`src/rtl/health_controller.sv`:
```
// Player health state machine: owns present_health, applies hits with
// post-hit invulnerability, heal pickups, slow regeneration and game over.
module health_controller #(
  parameter int MAX_HEALTH    = 3,
  parameter int INVULN_FRAMES = 60,
  parameter int REGEN_FRAMES  = 600
) (
  input  logic       clk,
  input  logic       rst,
  input  logic       frame_tick,
  input  logic       hit,
  input  logic       heal,
  input  logic       restart,
  output logic [3:0] present_health,
  output logic       invuln,
  output logic       blink,
  output logic       hit_ack,
  output logic       game_over
);

  typedef enum logic [1:0] {
    ST_ALIVE  = 2'd0,
    ST_INVULN = 2'd1,
    ST_DEAD   = 2'd2
  } state_e;

  localparam logic [3:0] HEALTH_MAX = 4'(MAX_HEALTH);
  localparam logic [7:0] INV_LOAD   = 8'(INVULN_FRAMES);
  localparam logic [9:0] REGEN_LAST = 10'(REGEN_FRAMES - 1);

  state_e     state_q, state_d;
  logic [3:0] health_q, health_d;
  logic [7:0] inv_cnt_q, inv_cnt_d;
  logic [9:0] regen_cnt_q, regen_cnt_d;
  logic       hit_ack_q, hit_ack_d;
  logic       invuln_q, invuln_d;
  logic       game_over_q, game_over_d;
  logic       grow;

  // NOTE: every variable gets a default at the top of always_comb so no
  // path leaves it unassigned; that is what keeps latches from being inferred.
  always_comb begin
    state_d     = state_q;
    health_d    = health_q;
    inv_cnt_d   = inv_cnt_q;
    regen_cnt_d = regen_cnt_q;
    hit_ack_d   = 1'b0;
    grow        = 1'b0;

    unique case (state_q)
      ST_ALIVE: begin
        if (hit) begin
          hit_ack_d   = 1'b1;
          regen_cnt_d = '0;
          if (health_q <= 4'd1) begin
            state_d   = ST_DEAD;
            health_d  = '0;
            inv_cnt_d = '0;
          end else begin
            state_d   = ST_INVULN;
            health_d  = health_q - 4'd1;
            inv_cnt_d = INV_LOAD;
          end
        end else begin
          grow = heal;
          if (frame_tick) begin
            // The counter wraps even at full health; only the +1 saturates.
            if (regen_cnt_q == REGEN_LAST) begin
              regen_cnt_d = '0;
              grow        = 1'b1;
            end else begin
              regen_cnt_d = regen_cnt_q + 10'd1;
            end
          end
          if (grow && health_q < HEALTH_MAX) health_d = health_q + 4'd1;
        end
      end

      ST_INVULN: begin
        regen_cnt_d = '0;
        if (heal && health_q < HEALTH_MAX) health_d = health_q + 4'd1;
        if (frame_tick) begin
          if (inv_cnt_q <= 8'd1) begin
            state_d   = ST_ALIVE;
            inv_cnt_d = '0;
          end else begin
            inv_cnt_d = inv_cnt_q - 8'd1;
          end
        end
      end

      ST_DEAD: begin
        if (restart) begin
          state_d     = ST_ALIVE;
          health_d    = HEALTH_MAX;
          inv_cnt_d   = '0;
          regen_cnt_d = '0;
        end
      end

      default: begin
        state_d     = ST_ALIVE;
        health_d    = HEALTH_MAX;
        inv_cnt_d   = '0;
        regen_cnt_d = '0;
      end
    endcase

    invuln_d    = (state_d == ST_INVULN);
    game_over_d = (state_d == ST_DEAD);
  end

  // NOTE: state updates use non-blocking assignments so every flop samples
  // the values from before this edge, regardless of statement order.
  always_ff @(posedge clk) begin
    if (!rst) begin
      state_q     <= ST_ALIVE;
      health_q    <= HEALTH_MAX;
      inv_cnt_q   <= '0;
      regen_cnt_q <= '0;
      hit_ack_q   <= 1'b0;
      invuln_q    <= 1'b0;
      game_over_q <= 1'b0;
    end else begin
      state_q     <= state_d;
      health_q    <= health_d;
      inv_cnt_q   <= inv_cnt_d;
      regen_cnt_q <= regen_cnt_d;
      hit_ack_q   <= hit_ack_d;
      invuln_q    <= invuln_d;
      game_over_q <= game_over_d;
    end
  end

  assign present_health = health_q;
  assign invuln         = invuln_q;
  assign blink          = inv_cnt_q[3];
  assign hit_ack        = hit_ack_q;
  assign game_over      = game_over_q;

endmodule

```
`config.mk`:
```
export PLATFORM = sky130hd
export DESIGN_NAME = health_controller
export DESIGN_NICKNAME = d
export VERILOG_FILES = /design/src/rtl/health_controller.sv
export SDC_FILE = /design/constraint.sdc
export NUM_CORES = 1
export LEC_CHECK = 0
export BUFFER_PORTS_ARGS = -buffer_cell sky130_fd_sc_hd__buf_2
export CAP_MARGIN = 20
export CORE_UTILIZATION = 58
export DETAILED_ROUTE_END_ITERATION = 16
export PLACE_DENSITY = 0.78
export SLEW_MARGIN = 0
export SYNTH_ARGS = -nofsm -noshare
export SYNTH_HDL_FRONTEND = slang
export SYNTH_SLANG_ARGS = --single-unit
export TNS_END_PERCENT = 20
```
`constraint.sdc`:
```
create_clock -name clk -period 2.4 [get_ports clk]
set_clock_uncertainty 0.2 [all_clocks]
set_input_delay 0.24 -clock clk [delete_from_list [all_inputs] [get_ports clk]]
set_output_delay 0.24 -clock clk [all_outputs]
set_load 0.03 [all_outputs]
```
# --- Word-level counts from Yosys, hierarchy flattened ---
# Index checks and enable logic that the tools add are counted.
op_classes:
  eq_ne: 11
  n_addsub: 4
  n_lt_le_gt_ge: 3
  reduce_logical: 7
  n_mux: 28
ops:
  columns: ["cell", "n"]
  rows:
  - ["$mux W10", 4]
  - ["$mux W8", 4]
  - ["$pmux W8 S3", 1]
  - ["$mux W4", 5]
  - ["$pmux W10 S2", 1]
  - ["$pmux W4 S3", 1]
  - ["$add A10 B1 Y10 const B", 1]
  - ["$eq A10 B10 Y1 const B", 1]
  - ["$mux W2", 5]
  - ["$le A8 B1 Y1 const B", 1]
  - ["$ne A2 B2 Y1 const B", 4]
  - ["$sub A8 B1 Y8 const B", 1]
  - ["$mux W6", 1]
  - ["$ne A3 B3 Y1 const B", 2]
  - ["$pmux W2 S3", 1]
  - ["$reduce_and A3 Y1", 2]
  - ["$mux W1", 5]
  - ["$add A4 B1 Y4 const B", 1]
  - ["$eq A2 B1 Y1 const B", 2]
  - ["$eq A2 B2 Y1 const B", 2]
  - ["$le A4 B1 Y1 const B", 1]
  - ["$lt A4 B2 Y1 const B", 1]
  - ["$reduce_and A2 Y1", 2]
  - ["$sub A4 B1 Y4 const B", 1]
  - ["other kinds (2)", 3]
totals:
  ff_bits: 27
  input_bits: 6
  output_inout_bits: 8
  wordCells: 60

# --- Depth between registers and ports, before layout ---
# Gate-level depths: netlist of run 1.
logic_depth:
  depth_word: 9
  depth_mapped: 6
  mapped_depth_nobuf: 6

# --- Worst setup path after synthesis of run 1 ---
# Ideal clock, no wire load.
synth_timing:
  path_type: "register to register"
  start: "reg health_q[0], in the netlist present_health[0]"
  end: "reg health_q[1], in the netlist present_health[1]"
  setup_slack_ps: 373
  synth_period_minus_slack_ps: 2027
  stages_incl_launch_ff: 7
  n_path_buf: 0
  arrival_time_ps: 1756
  cell_sequence: "dfxtp_1 inv_1 ha_1 or2_2 and2_1 o31a_1 mux2i_1"
synth_via:
  elab_chain_cells: 4
  word_cells_on_any_way: 14
synth_lines:
  columns: ["element", "line_no", "text"]
  rows:
  - ["start, declared", "32", "logic [3:0] health_q, health_d;"]
  - ["start signal, assigned", "126", "health_q <= health_d;"]
  - ["$add A4 B1 Y4 (tied with other cells)", "75, 81", null]
  - ["$mux W4 (tied with other cells)", "75", "if (grow && health_q < HEALTH_MAX) health_d = health_q + 4'd1;"]
  - ["$mux W4 (tied with other cells)", "52", "if (hit) begin"]
  - ["$pmux W4 S3 / $reduce_and A3 Y1 (equally long branches)", null, null]
# Several ways; a longest one is shown, not always the timed one. The select of a mux whose other input is x is not followed.
# A chain may end at the register's enable or synchronous reset.

# --- Worst setup path after layout of run 1 ---
layout_timing:
  start: "reg state_q[0]"
  end: "reg regen_cnt_q[9]"
layout_via:
  elab_chain_cells: 3
  word_cells_on_any_way: 6
layout_lines:
  columns: ["element", "line_no", "text"]
  rows:
  - ["start, declared", "31", "state_e state_q, state_d;"]
  - ["start signal, assigned", "125", "state_q <= state_d;"]
  - ["$eq A2 B2 Y1 / $logic_not A2 Y1 (equally long branches)", "50", "unique case (state_q)"]
  - ["$ne A2 B2 Y1 (no source line) / $ne A3 B3 Y1 (equally long branches)", null, null]
  - ["$reduce_and A2 Y1 (no source line)", null, null]
  - ["end signal, assigned", "128", "regen_cnt_q <= regen_cnt_d;"]
  - ["end, declared", "34", "logic [9:0] regen_cnt_q, regen_cnt_d;"]
# Several ways; a longest one is shown, not always the timed one.

==> results of run 1 <==
-- power groups by stage --
stage / registers (µW) / logic (µW) / clock network (µW)
3_5_place_dp: 697 / 887 / 0
6_report: 690 / 910 / 200
5_1_grt: 710 / 1000 / 219
3_3_place_gp: 685 / 875 / 0
4_1_cts: 686 / 898 / 202
2_1_floorplan: 711 / 678 / 0
-- state kept, by name (all words and copies together), names as in the netlist --
signal and count:
game_over 1, hit_ack 1, inv_cnt_q 8, invuln 1, present_health 4, regen_cnt_q 10
state_q 2
-- per-stage QoR --
step / utilization (%) / cells / hold WS (ps)
after floorplan: - / 196 / 247
after global placement: 66.0 / 231 / 266
after detailed placement: 66.0 / 231 / 278
after CTS: 67.1 / 235 / 31.4
after global routing: 67.1 / 235 / 40.6
final: 67.1 / 235 / 35.9
-- worst max-delay path by stage --
stage	startpoint	to	slack, ps	cells past startpoint
after floorplan	present_health[0]	present_health[1]	370	6
after global placement	state_q[0]	regen_cnt_q[9]	480	4
after detailed placement	state_q[0]	regen_cnt_q[9]	400	4
after CTS	state_q[0]	regen_cnt_q[9]	360	4
after global routing	state_q[0]	regen_cnt_q[9]	220	4
final	state_q[0]	regen_cnt_q[9]	350	4
-- per-layer routing --
layer / share of wire [%] / vias up / GRT usage [%]
li1: - / 743 / -
met1: 46 / 692 / 32.2
met2: 50 / 31 / 45.6
met3: 3.1 / 9 / 2.78
met4: 1.3 / 0 / 8.12
met5: 0 / - / 0
-- final cells by class --
type / instances / area (µm²)
Tap cell: 30 / 37.5
Inverter: 7 / 26.3
Multi-Input combinational cell: 154 / 1010
Clock buffer: 3 / 22.5
Timing Repair Buffer: 13 / 65.1
Sequential cell: 27 / 541
Fill cell: 218 / 838
Clock inverter: 1 / 5.00
-- layout by cell type (no fill, tap or decap), drive strengths merged, types with 4 or more instances in the layout --
master	instances
dfxtp	27
xor2	4
a31oi	4
nor2	22
or3	6
nand4	6
nand2b	5
ha	6
inv	7
buf	13
nand3	5
o21ai	9
nor3	7
mux2i	5
or4	5
and2	4
nand2	12
a21oi	12
-- cells by family (layout without fill, tap and decap cells) --
group           count (synthesis)  count (layout)  synth area share (%)
mux                             6               6                  3.80
simple gates                   89              89                  30.4
xor+xnor                        7               7                  3.80
flops                          27              27                  33.5
compound gates                 46              46                  19.9
fa+ha+maj                       6               6                  4.65
buf+inv                        15              24                  3.95
-- critical path, cell delays in order (launching register included) --
cell and delay, ps:
dfxtp_1 660, or4_1 320, nand2_1 160, or4_1 520
a21oi_1 140
==> impl_results.md, run 1 <==
* Top_reg_cell synth: dfxtp_1
* Net count, final at 218
* Net switching share of the total power at between 40% and 50%
* Post-DP HPWL at 2.52 mm
* Worst hold endpoint: present_health[2]
* Critical path class: reg2reg
* Post-CTS sizing at 0
* DIE AREA at 0.00300 mm²
* Hold Startpoint: rst
* CP Launch Type: flop
* Initial antenna violation count at 0
* Commonest cells post-synth: dfxtp_1, nor2_1, a21oi_1, nand2_1
* Area Growth Syn to Fin at 5.74%
* ANT nets after route at 0
* P_sw at 824 µW
* Via count at 1475
* Synthesized area per cell at 8.23 µm²
* Dpl cell area at 0.00168 mm²
* Grt ovf at 0
* Post-layout min period at 2050 ps
* Final period util at ~85%
* CTS Root Cell: clkbuf_4
* Top cells by area, synth: dfxtp_1, nor2_1, ha_1
* Reg2reg start: state_q[0]
* Setup WS pre-CTS at 399 ps
* DRC Markers at 0
* Deepest clock path buffer count at 2
* Hold Vio Cnt, Final at 0
* Critical Path Fanout Max at 19
* Synth Net Count at 208
* Register bit total from synthesis at 27
* Max Cap Viol at 0
* Worst Reg-to-Reg Cells at 4
* Final setup margin at 351 ps
* Worst Tran Pin Value at 497 ps
* CTS tree: done
* Hold Crit Depth at 2
* Sequential area share after synthesis at 33.5%
* Worst reg2reg path endpoint: regen_cnt_q[9]
* Setup tns final at 0 ps
* Distinct cells, synth at 49
* Post-synth EDFFs at 0
* Max H-tree Level at 1
* Post-synth top area cell: dfxtp_1
* Data required, critical path at 2480 ps
* VDD IR-drop max at around 0.64 mV
* First-pass GRT wire length at 5.55 mm
* Synthesis Warnings at 0
* Input/output buffers at 13
* Wire per inst at 14.8 µm
* Worst Path Arrival at 2130 ps
* Post-synth top area share at 33.5%
* Finished Cell Area at approximately 0.0017 mm²
* Synth Cell Area at 0.00161 mm²
* I/O pins at 14
* Post CTS Setup Buffer Count at 0
* Post-synthesis cell count at 196
* Internal at 976 µW
* DR pass1 iterations at 4
* # rows at 18
* All-layer global routing usage at 25.8%
* RePlAce Congestion at 0.870
* Share of cells above drive strength 1 at between 10% and 20%
* Hold_buf cts at 0
* Die width at 54.8 µm
* Most common cell in the synthesized netlist: dfxtp_1
* Count of final max-slew check failures at 0
* Vias per inst at 6.28
* Design Power at 1800 µW
* Core area at around 0.0025 mm²
* Starting Density at between 60% and 70%
* Pwr dens at 1050 mW/mm²
* Initial DRC count at 51
* Part of the power in registers at 38.3%
* Vias in the first global route at between 1000 and 1500
* Worst R2R Setup Slack at 350 ps
* Clock power frac at between 10% and 20%
* Combinational share of power at 50.6%
* Post-synth ARST share at 0%
* Leakage at 0.000673 µW
* Antenna fix cells at 0
* Worst slew margin at approximately two thirds
* Final setup viols at 0
* CP Capture Type: flop
* Routed wire length at 3.48 mm
* Worst-path clk slew at 150 ps
* Min-delay worst type: in2reg
* Max Freq at roughly 0.49 GHz
* Clock Sinks at 27
* Die height at 54.8 µm
* Largest net degree at the start of global routing at 20
* Inserted Clock Buffers at 3
* Insertion delay to the later sink of the worst-skew pair at 330 ps
* Run status: finished, final reports clean
* RSZ-0062 raised after global routing: no
(Power assumes the default switching activity.)
==> inputs of run 2 (changes only) <==
--- a/config.mk
+++ b/config.mk
@@ -5,10 +5,10 @@
 export SDC_FILE = /design/constraint.sdc
 export NUM_CORES = 1
 export LEC_CHECK = 0
-export BUFFER_PORTS_ARGS = -buffer_cell sky130_fd_sc_hd__buf_2
 export CAP_MARGIN = 20
-export CORE_UTILIZATION = 58
+export CORE_UTILIZATION = 62
 export DETAILED_ROUTE_END_ITERATION = 16
+export DONT_BUFFER_PORTS = 1
 export PLACE_DENSITY = 0.78
 export SLEW_MARGIN = 0
 export SYNTH_ARGS = -nofsm -noshare
==> impl_results.md, run 2 (synthesis results as in run 1) <==
* Min-delay worst type: in2reg
* Post-layout min period at 2050 ps (-1.92 ps)
* Worst slew margin at 64.7% (-2.1 points)
* I/O pins at 14 (unchanged)
* Filler Cells Inserted at 223 (+2.3%)
* Die height at 53.0 µm (-3.2%)
* DR pass1 iterations at 4 (unchanged)
* Inserted Clock Buffers at 3 (unchanged)
* Via count at 1479 (+0.27%)
* CP Capture Type: flop
* Max Cap Viol at 0 (unchanged)
* Largest net degree at the start of global routing at 20 (unchanged)
* Worst Tran Pin Value at 529 ps (+31.8 ps)
* ANT nets after route at 0 (unchanged)
* CTS tree: done
* Wire per inst at 15.9 µm (+7.3%)
* First-pass GRT wire length at 5.74 mm (+3.5%)
* Critical path class: reg2reg
* RePlAce Congestion at 0.903 (+3.8%)
* Antenna fix cells at 0 (unchanged)
* Critical Path Fanout Max at 19 (unchanged)
* Worst Path Arrival at 2120 ps (about the same)
* Max Freq at 0.488 GHz (about the same)
* Area of the multi-input gates at 0.00101 mm² (unchanged)
* Grt ovf at 0 (unchanged)
* DRC Markers at 0 (unchanged)
* Post-DP HPWL at 2.59 mm (+3.0%)
* Clock Sinks at 27 (unchanged)
* Net switching share of the total power at 45.3% (-0.47 points)
* Max FFs per register at 10 (unchanged)
* Part of the power in registers at 41.1% (+2.8 points)
* Area Growth Syn to Fin at 5.27%
* Max H-tree Level at 1 (unchanged)
* Initial antenna violation count at 0 (unchanged)
* DIE AREA at 0.00281 mm² (-6.2%)
* Deepest clock path buffer count at 2 (unchanged)
* Data required, critical path at 2470 ps (about the same)
* CP Launch Type: flop
* Count of final max-slew check failures at 0 (unchanged)
* Die width at 53.0 µm (-3.2%)
* Combinational share of power at 47.8% (-2.8 points)
* Input/output buffers at 0 (-13)
* Run status: finished, final reports clean
* Final period util at 85.3% (about the same)
* Most common cell after layout, fill and taps aside: dfxtp_1
* Insertion delay to the later sink of the worst-skew pair at 320 ps (about the same)
* VDD IR-drop max at 0.755 mV (+17%)
* Leakage at 0.000638 µW (-5.2%)
* RSZ-0062 raised after global routing: no
* Net count, final at 211 (-3.2%)
* Hold Vio Cnt, Final at 0 (unchanged)
* Initial DRC count at 59 (+16%)
* Most frequent cells in the layout: dfxtp_1, nor2_1, a21oi_1, nand2_1
* # rows at 18 (unchanged)
* Pwr dens at 1050 mW/mm² (-0.89%)
* Vias in the first global route at 1280 (+0.79%)
* Clock power frac at 11.1% (about the same)
* All-layer global routing usage at 27.9% (+2.0 points)
* Vias per inst at 6.49 (+3.3%)
* Biggest register: regen_cnt_q
* Starting Density at 65.2% (+1.7 points)
* P_sw at 805 µW (-2.3%)
* Core area at 0.00248 mm² (-2.7%)
* Setup tns final at 0 ps (unchanged)
* Routed wire length at 3.62 mm (+4.1%)
* Design Power at 1780 µW (-1.3%)
* Post CTS Setup Buffer Count at 0 (unchanged)
* Final setup viols at 0 (unchanged)
* CTS Root Cell: clkbuf_4
* Internal at 971 µW (-0.47%)
* Worst-path clk slew at 150 ps (about the same)
* FF/Latch Area at 541 µm² (unchanged)
* Share of cells above drive strength 1 at 8.08% (-5.1 points)
[run 2: area by class of cell]
cell class,instances,share of cell area [%]
inverter,7,1.55
sequential,27,31.8
tap,30,2.21
clock buffer,3,1.33
multi-input combinational,154,59.4
timing repair buffer,6,3.24
clock inverter,1,0.442
[run 2: what timing repair did]
action	in CTS	in global routing
hold buffers	4	0
resized for setup	0	0
endpoints found under the hold margin	21	0
[run 2: path summary, 6_finish.rpt]
path	from	end	slack, ps	cells after the start
min reg2reg	regen_cnt_q[9]	regen_cnt_q[9]	300	2
max reg2reg	state_q[0]	regen_cnt_q[9]	350	4
min	rst	state_q[0]	60	2
max	state_q[0]	regen_cnt_q[9]	350	4
[run 2: through the flow]
step	hold slack (ps)	setup slack [ps]	instance area, µm²	util [%]	cells
3_3_place_gp	183	441	1630	65.8	220
3_5_place_dp	192	416	1630	65.8	220
6_report	61.4	352	1700	68.6	228
4_1_cts	49.1	383	1700	68.6	228
2_1_floorplan	247	373	1610	-	196
5_1_grt	56.0	213	1700	68.6	228
[run 2: power groups by stage]
stage | registers [µW] | clock network, µW | logic (µW)
detailed placement | 734 | 0 | 824
finish | 730 | 198 | 848
floorplan | 711 | 0 | 678
global placement | 725 | 0 | 804
CTS | 724 | 208 | 838
global route | 749 | 224 | 942
[run 2: critical path: stages (launching register included)]
cell and delay (ps):
dfxtp_1 680, or4_1 310, nand2_1 150, or4_1 510, a21oi_1 140
[run 2: routing by layer]
metal | share of wire (%) | track usage, %
met1 | 48 | 38.2
met2 | 45 | 44.3
met3 | 7.1 | 5.75
met4 | 0.69 | 6.58
met5 | 0 | 0
